### config.mk
export PLATFORM = sky130hd
export DESIGN_NAME = mem_port_arbiter_flat
export DESIGN_NICKNAME = d
export VERILOG_FILES = /design/src/rtl/mem_port_arbiter_pkg.sv /design/src/rtl/mem_port_arbiter_if.sv /design/src/rtl/mem_port_arbiter_beat_counter.sv /design/src/rtl/mem_port_arbiter.sv /design/src/flat_wrapper.sv
export SDC_FILE = /design/constraint.sdc
export NUM_CORES = 1
export LEC_CHECK = 0
export ABC_CLOCK_PERIOD_IN_PS = 1500
export CAP_MARGIN = 5
export CORE_AREA = 4 4 104 106
export CTS_CLUSTER_DIAMETER = 40
export DETAILED_ROUTE_END_ITERATION = 8
export DIE_AREA = 0 0 108 110
export PLACE_DENSITY = 0.72
export SLEW_MARGIN = 20
export SYNTH_ARGS = -nofsm -noshare
export SYNTH_HDL_FRONTEND = slang
export SYNTH_SLANG_ARGS = --single-unit
export TNS_END_PERCENT = 1
### constraint.sdc
create_clock -name i_Clk -period 1.5 [get_ports i_Clk]
set_clock_uncertainty 0.15 [all_clocks]
set_input_delay 0.225 -clock i_Clk [delete_from_list [all_inputs] [get_ports i_Clk]]
set_output_delay 0.225 -clock i_Clk [all_outputs]
set_load 0.005 [all_outputs]
### src/rtl/mem_port_arbiter_pkg.sv
// mem_arb_pkg: state encoding, grant constants and direction codes shared by the memory port arbiter
package mem_arb_pkg;

    localparam logic [1:0] ST_IDLE     = 2'd0;
    localparam logic [1:0] ST_GRANT_IC = 2'd1;
    localparam logic [1:0] ST_GRANT_DC = 2'd2;

    localparam logic [1:0] GRANT_NONE = 2'b00;
    localparam logic [1:0] GRANT_IC   = 2'b01;
    localparam logic [1:0] GRANT_DC   = 2'b10;

    localparam logic READ  = 1'b1;
    localparam logic WRITE = 1'b0;

    function automatic logic [1:0] grant_of(input logic [1:0] st);
        return st == ST_GRANT_IC ? GRANT_IC : st == ST_GRANT_DC ? GRANT_DC : GRANT_NONE;
    endfunction

endpackage

### src/rtl/mem_port_arbiter_if.sv
// mem_port_arbiter_if: burst request/response bundle between a requester (master) and a memory port (slave)
interface mem_port_arbiter_if #(
    parameter int DATA_WIDTH = 32,
    parameter int ADDR_WIDTH = 22
);
    logic                  valid;
    logic                  read_write_n;
    logic [ADDR_WIDTH-1:0] address;
    logic [DATA_WIDTH-1:0] wr_data;
    logic                  rd_valid;
    logic                  data_read;
    logic                  last;
    logic [DATA_WIDTH-1:0] rd_data;

    modport master (
        output valid, read_write_n, address, wr_data,
        input  rd_valid, data_read, last, rd_data
    );

    modport slave (
        input  valid, read_write_n, address, wr_data,
        output rd_valid, data_read, last, rd_data
    );

endinterface

### src/rtl/mem_port_arbiter_beat_counter.sv
// mem_arb_beat_counter: counts beats of the current burst, detects burst end and latches protocol errors
module mem_arb_beat_counter #(
    parameter int BURST_LEN      = 4,
    parameter int BEAT_CNT_WIDTH = 3
) (
    input  logic i_Clk,
    input  logic i_Reset,
    input  logic beat,
    input  logic last,
    input  logic idle_handshake,
    output logic burst_end,
    output logic error
);

    localparam logic [BEAT_CNT_WIDTH-1:0] LAST_IDX = BEAT_CNT_WIDTH'(BURST_LEN - 1);
    localparam logic [BEAT_CNT_WIDTH-1:0] FULL     = BEAT_CNT_WIDTH'(BURST_LEN);

    logic [BEAT_CNT_WIDTH-1:0] count;
    logic bad_end, overrun;

    assign burst_end = beat & last;
    assign bad_end   = burst_end & (count != LAST_IDX);
    assign overrun   = beat & (count == FULL);

    // beat count clears on burst end and saturates once a full burst has been seen
    always_ff @(posedge i_Clk) begin
        if (i_Reset)
            count <= '0;
        else if (burst_end)
            count <= '0;
        else if (beat && count != FULL)
            count <= count + 1'b1;
    end

    // sticky error: short/long burst or a memory handshake with nobody granted
    always_ff @(posedge i_Clk) begin
        if (i_Reset)
            error <= 1'b0;
        else if (bad_end | overrun | idle_handshake)
            error <= 1'b1;
    end

endmodule

### src/rtl/mem_port_arbiter.sv
// mem_port_arbiter: shares one burst memory port between i_cache and d_cache; MEM_ARB_ROUND_ROBIN_EN selects round-robin over fixed d_cache priority
module mem_port_arbiter
    import mem_arb_pkg::*;
#(
    parameter int DATA_WIDTH     = 32,
    parameter int MEM_ADDR_WIDTH = 22,
    parameter int BURST_LEN      = 4,
    parameter int BEAT_CNT_WIDTH = 3
) (
    input  logic                      i_Clk,
    input  logic                      i_Reset,
    mem_port_arbiter_if.slave         ic,
    mem_port_arbiter_if.slave         dc,
    mem_port_arbiter_if.master        mem,
    output logic [1:0]                o_Grant,
    output logic                      o_Error
);

    logic [1:0] state, next_state;
    logic       granted, handshake, beat, burst_end, pick_dc, sel_ic, sel_dc;

    assign granted   = state != ST_IDLE;
    assign sel_ic    = state == ST_GRANT_IC;
    assign sel_dc    = state == ST_GRANT_DC;
    assign handshake = mem.rd_valid | mem.data_read;
    assign beat      = granted & handshake;

`ifdef MEM_ARB_ROUND_ROBIN_EN
    logic last_dc;

    assign pick_dc = dc.valid & (~ic.valid | ~last_dc);

    // remember who won the most recent arbitration so a conflict favours the other side
    always_ff @(posedge i_Clk) begin
        if (i_Reset)
            last_dc <= 1'b0;
        else if (state == ST_IDLE && (ic.valid || dc.valid))
            last_dc <= pick_dc;
    end
`else
    assign pick_dc = dc.valid;
`endif

    // arbitrate only in IDLE; an owner keeps the port until the memory signals the last beat
    always_comb begin
        next_state = state == ST_IDLE ? (pick_dc ? ST_GRANT_DC : ic.valid ? ST_GRANT_IC : ST_IDLE)
                   : burst_end        ? ST_IDLE
                   :                    state;
    end

    // registered owner; a burst end always passes through IDLE for one turnaround cycle
    always_ff @(posedge i_Clk) begin
        if (i_Reset)
            state <= ST_IDLE;
        else
            state <= next_state;
    end

    assign mem.valid        = sel_ic ? ic.valid        : sel_dc ? dc.valid        : 1'b0;
    assign mem.read_write_n = sel_ic ? ic.read_write_n : sel_dc ? dc.read_write_n : 1'b0;
    assign mem.address      = sel_ic ? ic.address      : sel_dc ? dc.address      : {MEM_ADDR_WIDTH{1'b0}};
    assign mem.wr_data      = sel_ic ? ic.wr_data      : sel_dc ? dc.wr_data      : {DATA_WIDTH{1'b0}};

    assign ic.rd_valid  = sel_ic & mem.rd_valid;
    assign ic.data_read = sel_ic & mem.data_read;
    assign ic.last      = sel_ic & mem.last;
    assign ic.rd_data   = mem.rd_data;

    assign dc.rd_valid  = sel_dc & mem.rd_valid;
    assign dc.data_read = sel_dc & mem.data_read;
    assign dc.last      = sel_dc & mem.last;
    assign dc.rd_data   = mem.rd_data;

    assign o_Grant = grant_of(state);

    mem_arb_beat_counter #(
        .BURST_LEN      (BURST_LEN),
        .BEAT_CNT_WIDTH (BEAT_CNT_WIDTH)
    ) u_beat_counter (
        .i_Clk          (i_Clk),
        .i_Reset        (i_Reset),
        .beat           (beat),
        .last           (mem.last),
        .idle_handshake (~granted & handshake),
        .burst_end      (burst_end),
        .error          (o_Error)
    );

endmodule

### src/flat_wrapper.sv
// flat-port wrapper written by rule: the top's interface ports become plain ports
module mem_port_arbiter_flat import mem_arb_pkg::*;
#(
    parameter int DATA_WIDTH     = 32,
    parameter int MEM_ADDR_WIDTH = 22,
    parameter int BURST_LEN      = 4,
    parameter int BEAT_CNT_WIDTH = 3
)
  (i_Clk, i_Reset, o_Grant, o_Error, ic_valid, ic_read_write_n, ic_address, ic_wr_data, ic_rd_valid, ic_data_read, ic_last, ic_rd_data, dc_valid, dc_read_write_n, dc_address, dc_wr_data, dc_rd_valid, dc_data_read, dc_last, dc_rd_data, mem_valid, mem_read_write_n, mem_address, mem_wr_data, mem_rd_valid, mem_data_read, mem_last, mem_rd_data);
  mem_port_arbiter_if #(.DATA_WIDTH(DATA_WIDTH), .ADDR_WIDTH((22))) ic_i ();
  mem_port_arbiter_if #(.DATA_WIDTH(DATA_WIDTH), .ADDR_WIDTH((22))) dc_i ();
  mem_port_arbiter_if #(.DATA_WIDTH(DATA_WIDTH), .ADDR_WIDTH((22))) mem_i ();
  input  logic i_Clk;
  input  logic i_Reset;
  output logic [1:0] o_Grant;
  output logic o_Error;
  input wire logic [$bits(ic_i.valid)-1:0] ic_valid;
  input wire logic [$bits(ic_i.read_write_n)-1:0] ic_read_write_n;
  input wire logic [$bits(ic_i.address)-1:0] ic_address;
  input wire logic [$bits(ic_i.wr_data)-1:0] ic_wr_data;
  output wire logic [$bits(ic_i.rd_valid)-1:0] ic_rd_valid;
  output wire logic [$bits(ic_i.data_read)-1:0] ic_data_read;
  output wire logic [$bits(ic_i.last)-1:0] ic_last;
  output wire logic [$bits(ic_i.rd_data)-1:0] ic_rd_data;
  input wire logic [$bits(dc_i.valid)-1:0] dc_valid;
  input wire logic [$bits(dc_i.read_write_n)-1:0] dc_read_write_n;
  input wire logic [$bits(dc_i.address)-1:0] dc_address;
  input wire logic [$bits(dc_i.wr_data)-1:0] dc_wr_data;
  output wire logic [$bits(dc_i.rd_valid)-1:0] dc_rd_valid;
  output wire logic [$bits(dc_i.data_read)-1:0] dc_data_read;
  output wire logic [$bits(dc_i.last)-1:0] dc_last;
  output wire logic [$bits(dc_i.rd_data)-1:0] dc_rd_data;
  output wire logic [$bits(mem_i.valid)-1:0] mem_valid;
  output wire logic [$bits(mem_i.read_write_n)-1:0] mem_read_write_n;
  output wire logic [$bits(mem_i.address)-1:0] mem_address;
  output wire logic [$bits(mem_i.wr_data)-1:0] mem_wr_data;
  input wire logic [$bits(mem_i.rd_valid)-1:0] mem_rd_valid;
  input wire logic [$bits(mem_i.data_read)-1:0] mem_data_read;
  input wire logic [$bits(mem_i.last)-1:0] mem_last;
  input wire logic [$bits(mem_i.rd_data)-1:0] mem_rd_data;
  assign ic_i.valid = ic_valid;
  assign ic_i.read_write_n = ic_read_write_n;
  assign ic_i.address = ic_address;
  assign ic_i.wr_data = ic_wr_data;
  assign ic_rd_valid = ic_i.rd_valid;
  assign ic_data_read = ic_i.data_read;
  assign ic_last = ic_i.last;
  assign ic_rd_data = ic_i.rd_data;
  assign dc_i.valid = dc_valid;
  assign dc_i.read_write_n = dc_read_write_n;
  assign dc_i.address = dc_address;
  assign dc_i.wr_data = dc_wr_data;
  assign dc_rd_valid = dc_i.rd_valid;
  assign dc_data_read = dc_i.data_read;
  assign dc_last = dc_i.last;
  assign dc_rd_data = dc_i.rd_data;
  assign mem_valid = mem_i.valid;
  assign mem_read_write_n = mem_i.read_write_n;
  assign mem_address = mem_i.address;
  assign mem_wr_data = mem_i.wr_data;
  assign mem_i.rd_valid = mem_rd_valid;
  assign mem_i.data_read = mem_data_read;
  assign mem_i.last = mem_last;
  assign mem_i.rd_data = mem_rd_data;
  mem_port_arbiter #(.DATA_WIDTH(DATA_WIDTH), .MEM_ADDR_WIDTH(MEM_ADDR_WIDTH), .BURST_LEN(BURST_LEN), .BEAT_CNT_WIDTH(BEAT_CNT_WIDTH)) u_core (.i_Clk(i_Clk), .i_Reset(i_Reset), .ic(ic_i), .dc(dc_i), .mem(mem_i), .o_Grant(o_Grant), .o_Error(o_Error));
endmodule
==> load_flow_metrics.sql, run 1 <==
INSERT INTO impl_metrics (metric_group, metric, value, unit) VALUES
('flow_run', 'drv_cap', '0', ''),
('power_and_ir_drop', 'power_density', '463', 'nW/um^2'),
('sta', 'final.hold.worst_slack', '0.300', 'ns'),
('sta', 'layout_setup_ws', '-0.306', 'ns'),
('sta', 'relSlewSlack', '76.4', '%'),
('sta', 'hold_violations', '0', ''),
('drt', 'drt_iter0_markers', '90', ''),
('logic_synthesis', 'syn-instance-count', '180', ''),
('setup_path', 'timing.setup.critical_path_class', 'flop to primary output', ''),
('setup_path', 'endpoint_kind', 'primary output', ''),
('sta', 'rsz_0062_raised_after_global_routing', 'true', ''),
('placement', 'io_buffers', '181', ''),
('logic_synthesis', 'synth.largest_area_cell', 'sky130_fd_sc_hd__buf_4', ''),
('cts', 'clk_transition_reported_paths', '0.04', 'ns'),
('power_and_ir_drop', 'seqPwrFrac', '12.3', '%'),
('logic_synthesis', 'synthesis.nets', '332', ''),
('finish', 'share_of_layout_cells_above_drive_strength_1', '35.8', '%'),
('logic_synthesis', 'synth.yosys.warnings', '0', ''),
('setup_path', 'worstPathRequired', '1.12', 'ns'),
('grt', 'via_count_of_the_first_global_routing_pass', '1971', ''),
('sta', 'fmax', '554', 'MHz'),
('run_status', 'status', 'finished with violations', ''),
('floorplan', 'initial_core_util', '15.1', '%'),
('cts', 'cts-root-buf', 'sky130_fd_sc_hd__clkbuf_8', ''),
('drt', 'drc', '0', ''),
('setup_path', 'critical_path.max_fanout', '9', ''),
('logic_synthesis', 'synth_largest_type_area_fraction', '34.1', '%'),
('power_and_ir_drop', 'cellLeakagePower', '1.41', 'nW'),
('power_and_ir_drop', 'ir_worst_vdd', '0.000577', 'V'),
('logic_synthesis', 'synthTopCellsByArea', 'sky130_fd_sc_hd__buf_4 34%, sky130_fd_sc_hd__a22o_1 33%, sky130_fd_sc_hd__dfxtp_1 8.1%', ''),
('cts', 'htree_levels', '1', ''),
('floorplan', 'design.core.area', '9770', 'um^2'),
('finish', 'num-fill-cells', '1048', ''),
('grt', 'grt_first_pass_wirelength', '12100', 'um'),
('floorplan', 'die_w', '108', 'um'),
('floorplan', 'floorplan.rows', '36', ''),
('sta', 'fin_crit_sh', '120', '%'),
('drt', 'route.detailed.wl_per_inst', '20.5', 'um'),
('floorplan', 'die_h', '110', 'um'),
('drt', 'routed_wirelength', '9260', 'um'),
('drt', 'detailed_routing_iterations_pass_1', '4', ''),
('cts', 'cts_max_path_buffers', '2', ''),
('placement', 'finalWeightedCongestion', '0.780', ''),
('logic_synthesis', 'post_synth_instance_area', '1480', 'um^2'),
('floorplan', 'die_footprint', '11900', 'um^2'),
('logic_synthesis', 'synth_sequential_area_ratio', '8.14', '%'),
('setup_path', 'worstPathArrival', '1.43', 'ns'),
('floorplan', 'design.portCount', '278', ''),
('logic_synthesis', 'synth_cell_types', '22', ''),
('sta', 'max_slew.worst_pin.slew', '0.354', 'ns'),
('placement', 'post-dp-hpwl', '6680', 'um'),
('cts', 'cts_tree', 'yes', ''),
('cts', 'cts_inserted_buffers', '3', ''),
('finish', 'finish.net_count', '470', ''),
('grt', 'grt_max_degree', '20', ''),
('drt', 'routed_via_density', '4.20', ''),
('finish', 'relative_area_change_from_synthesis_to_final_layout', '116', '%'),
('hold_path', 'worstHoldPathType', 'primary input to primary output', ''),
('power_and_ir_drop', 'cellInternalPower', '1.03', 'mW'),
('sta', 'report.final.setup_viol', '64', ''),
('grt', 'congestion_overflow_gr', '0', ''),
('power_and_ir_drop', 'power.share.switching', '30.3', '%'),
('grt', 'combined_global_route_utilization_of_all_metal_layers', '13.6', '%'),
('cts', 'cts_num_sinks', '6', ''),
('logic_synthesis', 'synth_seq_cells', '6', ''),
('power_and_ir_drop', 'pwr-share-comb', '71.5', '%'),
('finish', 'multi_input_area', '783', 'um^2'),
('drt', 'antenna_left', '0', ''),
('sta', 'timing.final.crit_period', '1.81', 'ns'),
('drt', 'number_of_vias_in_the_routed_layout', '1893', ''),
('setup_path', 'worst_setup_path_start_kind', 'flop', ''),
('power_and_ir_drop', 'power_switching', '447', 'uW'),
('finish', 'ff_latch_area', '124', 'um^2'),
('logic_synthesis', 'synthesis.area_per_instance', '8.20', 'um^2'),
('power_and_ir_drop', 'clockPowerShare', '16.2', '%'),
('grt', 'antenna_found_initial', '2', ''),
('sta', 'finalMaxSlewViolations', '0', ''),
('finish', 'post-route-util', '32.6', '%'),
('cts', 'clk-insertion-delay-late', '0.22', 'ns'),
('run_status', 'failing_checks', 'negative setup slack', '');
metal layers:
metal	share of wire, %	wire [um]	global-route usage (%)	up-vias
met2	52	4840	24.7	115
met4	2.3	212	4.87	0
met3	11	992	4.83	15
met5	0	0	0	-
li1	-	-	-	873
met1	35	3210	14.5	890
sequential cells by signal (all words and copies together), names as in the netlist:
signal and count:
u_core.state 2, u_core.u_beat_counter.count 3, u_core.u_beat_counter.error 1
per-stage QoR:
step	std cells	instance area [um^2]	worst slack [ns]	TNS, ns	total power, mW
6_report	451	3190	-0.306	-14.11	1.48
5_1_grt	451	3190	-0.359	-17.95	1.57
4_1_cts	451	3300	-0.376	-19.04	1.53
3_5_place_dp	425	2980	-0.481	-23.85	1.14
3_3_place_gp	425	2980	-0.479	-22.53	1.13
2_1_floorplan	180	1480	0.0566	0	0.606
critical path, stage by stage (launching register included):
cell,delay (ns)
sky130_fd_sc_hd__dfxtp_2,0.31
sky130_fd_sc_hd__buf_6,0.11
sky130_fd_sc_hd__nor2b_4,0.15
sky130_fd_sc_hd__buf_12,0.14
sky130_fd_sc_hd__buf_12,0.13
sky130_fd_sc_hd__a22o_1,0.15
sky130_fd_sc_hd__clkdlybuf4s15_2,0.20
Yosys cell counts:
cell type and instances:
sky130_fd_sc_hd__a21oi_1 4, sky130_fd_sc_hd__a22o_1 56, sky130_fd_sc_hd__a311oi_1 1, sky130_fd_sc_hd__a32oi_1 1, sky130_fd_sc_hd__and2_1 6, sky130_fd_sc_hd__buf_12 1, sky130_fd_sc_hd__buf_2 5, sky130_fd_sc_hd__buf_4 67
sky130_fd_sc_hd__buf_6 5, sky130_fd_sc_hd__buf_8 1, sky130_fd_sc_hd__dfxtp_1 6, sky130_fd_sc_hd__ha_1 3, sky130_fd_sc_hd__inv_1 5, sky130_fd_sc_hd__nor2_1 4, sky130_fd_sc_hd__nor2b_1 4, sky130_fd_sc_hd__o21ai_0 4
sky130_fd_sc_hd__o21ai_1 1, sky130_fd_sc_hd__o21bai_1 1, sky130_fd_sc_hd__o2bb2ai_2 1, sky130_fd_sc_hd__or2_1 1, sky130_fd_sc_hd__or3_1 2, sky130_fd_sc_hd__or3b_1 1
what timing repair did:
action                                 CTS  global route
setup buffers                           16             2
endpoints found under the hold margin    0             0
resized for setup                      231            47
pin swaps                               12            16
setup endpoints to repair               65            67
hold buffers                             0             0
gates cloned                             7             1
cell families (layout without fill, tap and decap cells):
| family | count (synthesis) | in the layout | synth area share [%] |
|---|---|---|---|
| other | 0 | 2 | 0 |
| AND/OR/NAND/NOR | 18 | 18 | 7.12 |
| AO/OA/AOI/OAI | 69 | 69 | 39.0 |
| adder cells (fa/ha/maj) | 3 | 3 | 2.54 |
| flip-flops | 6 | 6 | 8.14 |
| buffers and inverters | 84 | 220 | 43.2 |
cell type report:
cell class / count / share of cell area (%)
clock buffers: 3 / 1.30
multi-input cells: 90 / 24.6
well taps: 133 / 5.22
flip-flops and latches: 6 / 3.89
diodes: 2 / 0.157
repair buffers: 212 / 64.3
inverters: 5 / 0.589
power by group through the flow:
stage	Sequential [mW]	Combinational [mW]	Clock, mW
final	0.182	1.06	0.240
after global routing	0.183	1.12	0.261
after CTS	0.181	1.10	0.246
after detailed placement	0.183	0.956	0
after global placement	0.182	0.951	0
after floorplan	0.183	0.423	0
final timing paths:
check | start | endpoint | slack (ns) | cells past startpoint
worst min register to register | u_core.u_beat_counter.error | u_core.u_beat_counter.error | 0.30 | 2
worst max register to register | u_core.u_beat_counter.count[0] | u_core.u_beat_counter.count[2] | 0.01 | 4
worst min-delay path | mem_rd_data[14] | dc_rd_data[14] | 0.30 | 0
worst max-delay path | u_core.state[0] | mem_wr_data[17] | -0.31 | 6
cells in the final DEF (no fill, tap or decap), drive strengths merged:
cell / synthesis / routed
dfxtp: 6 / 6
a21oi: 4 / 4
clkbuf: 0 / 18
buf: 79 / 74
a32oi: 1 / 1
or3: 2 / 2
nor2b: 4 / 4
o21ai: 5 / 5
or2: 1 / 1
o2bb2ai: 1 / 1
or3b: 1 / 1
and2: 6 / 6
a22o: 56 / 56
dlymetal6s2s: 0 / 1
o21bai: 1 / 1
nor2: 4 / 4
diode: 0 / 2
a311oi: 1 / 1
inv: 5 / 5
clkdlybuf4s15: 0 / 6
ha: 3 / 3
clkdlybuf4s50: 0 / 116
No activity file was read; power rests on OpenSTA's default activity.
==> run 2: changes to the inputs <==
CORE_AREA = 4 4 106 108   (was 4 4 104 106)
DIE_AREA = 0 0 110 112   (was 0 0 108 110)
DONT_BUFFER_PORTS = 1   (was not set)
PLACE_DENSITY = 0.34   (was 0.72)
==> run 2 against run 1 <==
Net effect: the flow still finishes with violations (negative setup slack); final area decreased by 56%; register-to-register slack about the same; flip-flop and latch count unchanged; maximum frequency increased by 9.4%; clock-buffer cell count unchanged; wire length decreased by 39%; sequential power about the same; critical path depth decreased by 2; non-clock buffer count decreased by 199; critical path type unchanged; highest routed layer unchanged.
==> load_flow_metrics.sql, run 2 (synthesis results as in run 1) <==
INSERT INTO impl_metrics (metric_group, metric, value, unit) VALUES
('finish', 'insertedDiodeCount', '0', ''),
('grt', 'combined_global_route_utilization_of_all_metal_layers', '7.87', '%'),
('cts', 'cts-root-buf', 'sky130_fd_sc_hd__clkbuf_8', ''),
('sta', 'fmax', '605', 'MHz'),
('drt', 'detailed_routing_iterations_pass_1', '4', ''),
('finish', 'largest_reg_flops', '3', ''),
('setup_path', 'worstPathArrival', '1.28', 'ns'),
('sta', 'max_slew.worst_pin.slew', '0.343', 'ns'),
('sta', 'layout_setup_ws', '-0.152', 'ns'),
('drt', 'routed_via_density', '4.41', ''),
('flow_run', 'drv_cap', '0', ''),
('placement', 'finalWeightedCongestion', '0.689', ''),
('power_and_ir_drop', 'ir_worst_vdd', '0.000347', 'V'),
('sta', 'timing.final.crit_period', '1.65', 'ns'),
('floorplan', 'design.core.area', '10200', 'um^2'),
('sta', 'hold_violations', '0', ''),
('setup_path', 'endpoint_kind', 'primary output', ''),
('grt', 'grt_max_degree', '29', ''),
('finish', 'num-fill-cells', '1157', ''),
('placement', 'post-place-cells', '244', ''),
('drt', 'route.detailed.wl_per_inst', '22.1', 'um'),
('finish', 'share_of_layout_cells_above_drive_strength_1', '29.1', '%'),
('grt', 'via_count_of_the_first_global_routing_pass', '1159', ''),
('drt', 'routed_wirelength', '5600', 'um'),
('power_and_ir_drop', 'power_switching', '296', 'uW'),
('sta', 'setup_total_negative_slack', '-6.94', 'ns'),
('setup_path', 'worst_setup_path_start_kind', 'flop', ''),
('power_and_ir_drop', 'pwr-share-comb', '51.0', '%'),
('finish', 'stdcell_area', '1400', 'um^2'),
('finish', 'finish.cell_count_without_fillers', '253', ''),
('finish', 'multi_input_area', '826', 'um^2'),
('setup_path', 'timing.setup.critical_path_class', 'flop to primary output', ''),
('finish', 'largestRegisters', 'u_core.u_beat_counter.count: 3 flops, u_core.state: 2 flops, u_core.u_beat_counter.error: 1 flops', ''),
('finish', 'post-route-util', '13.7', '%'),
('power_and_ir_drop', 'cellLeakagePower', '0.532', 'nW'),
('cts', 'cts_max_path_buffers', '2', ''),
('floorplan', 'initial_core_util', '14.4', '%'),
('finish', 'most_frequent_cells_in_the_layout', '47 x sky130_fd_sc_hd__a22o_1, 9 x sky130_fd_sc_hd__a22o_4, 6 x sky130_fd_sc_hd__buf_12, 5 x sky130_fd_sc_hd__inv_1', ''),
('floorplan', 'design.portCount', '278', ''),
('sta', 'fin_crit_sh', '110', '%'),
('setup_path', 'critical_path.max_fanout', '17', ''),
('drt', 'antenna_left', '0', ''),
('power_and_ir_drop', 'power_density', '616', 'nW/um^2'),
('placement', 'placement.cell_area', '1140', 'um^2'),
('placement', 'post-dp-hpwl', '4400', 'um'),
('placement', 'io_buffers', '0', ''),
('drt', 'number_of_vias_in_the_routed_layout', '1115', ''),
('grt', 'antenna_found_initial', '0', ''),
('sta', 'rsz_0062_raised_after_global_routing', 'true', ''),
('cts', 'clk_transition_reported_paths', '0.04', 'ns'),
('finish', 'layout.cells.most_common', 'sky130_fd_sc_hd__a22o_1', ''),
('cts', 'cts_num_sinks', '6', ''),
('cts', 'cts_tree', 'yes', ''),
('cts', 'cts_inserted_buffers', '3', ''),
('power_and_ir_drop', 'power.total', '864', 'uW'),
('sta', 'report.final.setup_viol', '62', ''),
('setup_path', 'worstPathRequired', '1.12', 'ns'),
('power_and_ir_drop', 'cellInternalPower', '568', 'uW'),
('drt', 'drc', '0', ''),
('grt', 'grt_first_pass_wirelength', '7250', 'um'),
('finish', 'largest_register', 'u_core.u_beat_counter.count', ''),
('cts', 'htree_levels', '1', ''),
('run_status', 'failing_checks', 'negative setup slack', ''),
('grt', 'congestion_overflow_gr', '0', ''),
('power_and_ir_drop', 'power.share.switching', '34.3', '%'),
('sta', 'relSlewSlack', '77.1', '%'),
('drt', 'drt_iter0_markers', '47', ''),
('run_status', 'status', 'finished with violations', ''),
('finish', 'finish.net_count', '271', ''),
('cts', 'clk-insertion-delay-late', '0.22', 'ns'),
('floorplan', 'die_w', '110', 'um'),
('sta', 'finalMaxSlewViolations', '0', ''),
('floorplan', 'die_footprint', '12300', 'um^2'),
('hold_path', 'worstHoldPathType', 'primary input to flop', ''),
('power_and_ir_drop', 'seqPwrFrac', '21.1', '%'),
('finish', 'relative_area_change_from_synthesis_to_final_layout', '-5.00', '%'),
('finish', 'ff_latch_area', '129', 'um^2'),
('power_and_ir_drop', 'clockPowerShare', '27.9', '%'),
('floorplan', 'floorplan.rows', '37', ''),
('floorplan', 'die_h', '112', 'um');
==> run 2: cell count changes in the layout (fill, tap and decap cells not counted), moves of 3 or more <==
cell	before	now
sky130_fd_sc_hd__buf_6	14	0
sky130_fd_sc_hd__clkbuf_2	14	0
sky130_fd_sc_hd__buf_12	9	6
sky130_fd_sc_hd__buf_4	12	3
sky130_fd_sc_hd__a22o_4	2	9
sky130_fd_sc_hd__buf_2	35	0
sky130_fd_sc_hd__clkdlybuf4s15_2	6	0
sky130_fd_sc_hd__a22o_1	54	47
sky130_fd_sc_hd__clkdlybuf4s50_1	116	0
==> run 2: path summary, 6_finish.rpt <==
kind / slack, ns / startpoint / cells past startpoint / end
setup / recovery: -0.15 / u_core.state[1] / 4 / mem_address[10]
hold / removal: 0.04 / ic_valid / 2 / u_core.state[0]
setup reg to reg: 0.01 / u_core.u_beat_counter.count[0] / 4 / u_core.u_beat_counter.count[2]
hold reg to reg: 0.32 / u_core.u_beat_counter.error / 2 / u_core.u_beat_counter.error
==> run 2: final cells by class <==
cell class	instances	area share, %
timing repair buffer	13	15.5
multi-input combinational	90	58.9
sequential	6	9.19
tap	136	12.1
clock buffer	3	2.94
inverter	5	1.34
==> run 2: what timing repair did <==
item,4_1_cts,5_1_grt
endpoints found under the hold margin,3,0
setup buffers,2,0
gates cloned,2,0
hold buffers,2,0
resized for setup,15,6
endpoints found under the setup margin,63,64
pin swaps,18,24
==> run 2: power by group through the flow <==
stage | Clock, mW | Combinational (mW) | Sequential (mW)
2_1_floorplan | 0 | 0.423 | 0.183
3_3_place_gp | 0 | 0.361 | 0.184
3_5_place_dp | 0 | 0.363 | 0.185
4_1_cts | 0.247 | 0.449 | 0.183
5_1_grt | 0.261 | 0.479 | 0.184
6_report | 0.241 | 0.441 | 0.183
==> run 2: per-layer routing <==
metal / track usage [%] / vias to the layer above / part of all wire [%]
li1: - / 468 / -
met1: 9.14 / 525 / 35
met2: 13.6 / 109 / 50
met3: 3.01 / 13 / 14
met4: 1.66 / 0 / 0.79
met5: 0 / - / 0
==> run 2: worst max-delay path, cell delays in order (launching register included) <==
cell,delay (ns)
sky130_fd_sc_hd__dfxtp_4,0.36
sky130_fd_sc_hd__nor2b_4,0.25
sky130_fd_sc_hd__buf_12,0.14
sky130_fd_sc_hd__buf_16,0.14
sky130_fd_sc_hd__a22o_1,0.16
==> run 2: metrics by stage <==
step	hold WS, ns	setup WS [ns]
2_1_floorplan	0.144	0.0566
6_report	0.0423	-0.152
3_3_place_gp	0.148	-0.00441
5_1_grt	0.0655	-0.201
3_5_place_dp	0.149	-0.0134
4_1_cts	0.0351	-0.163
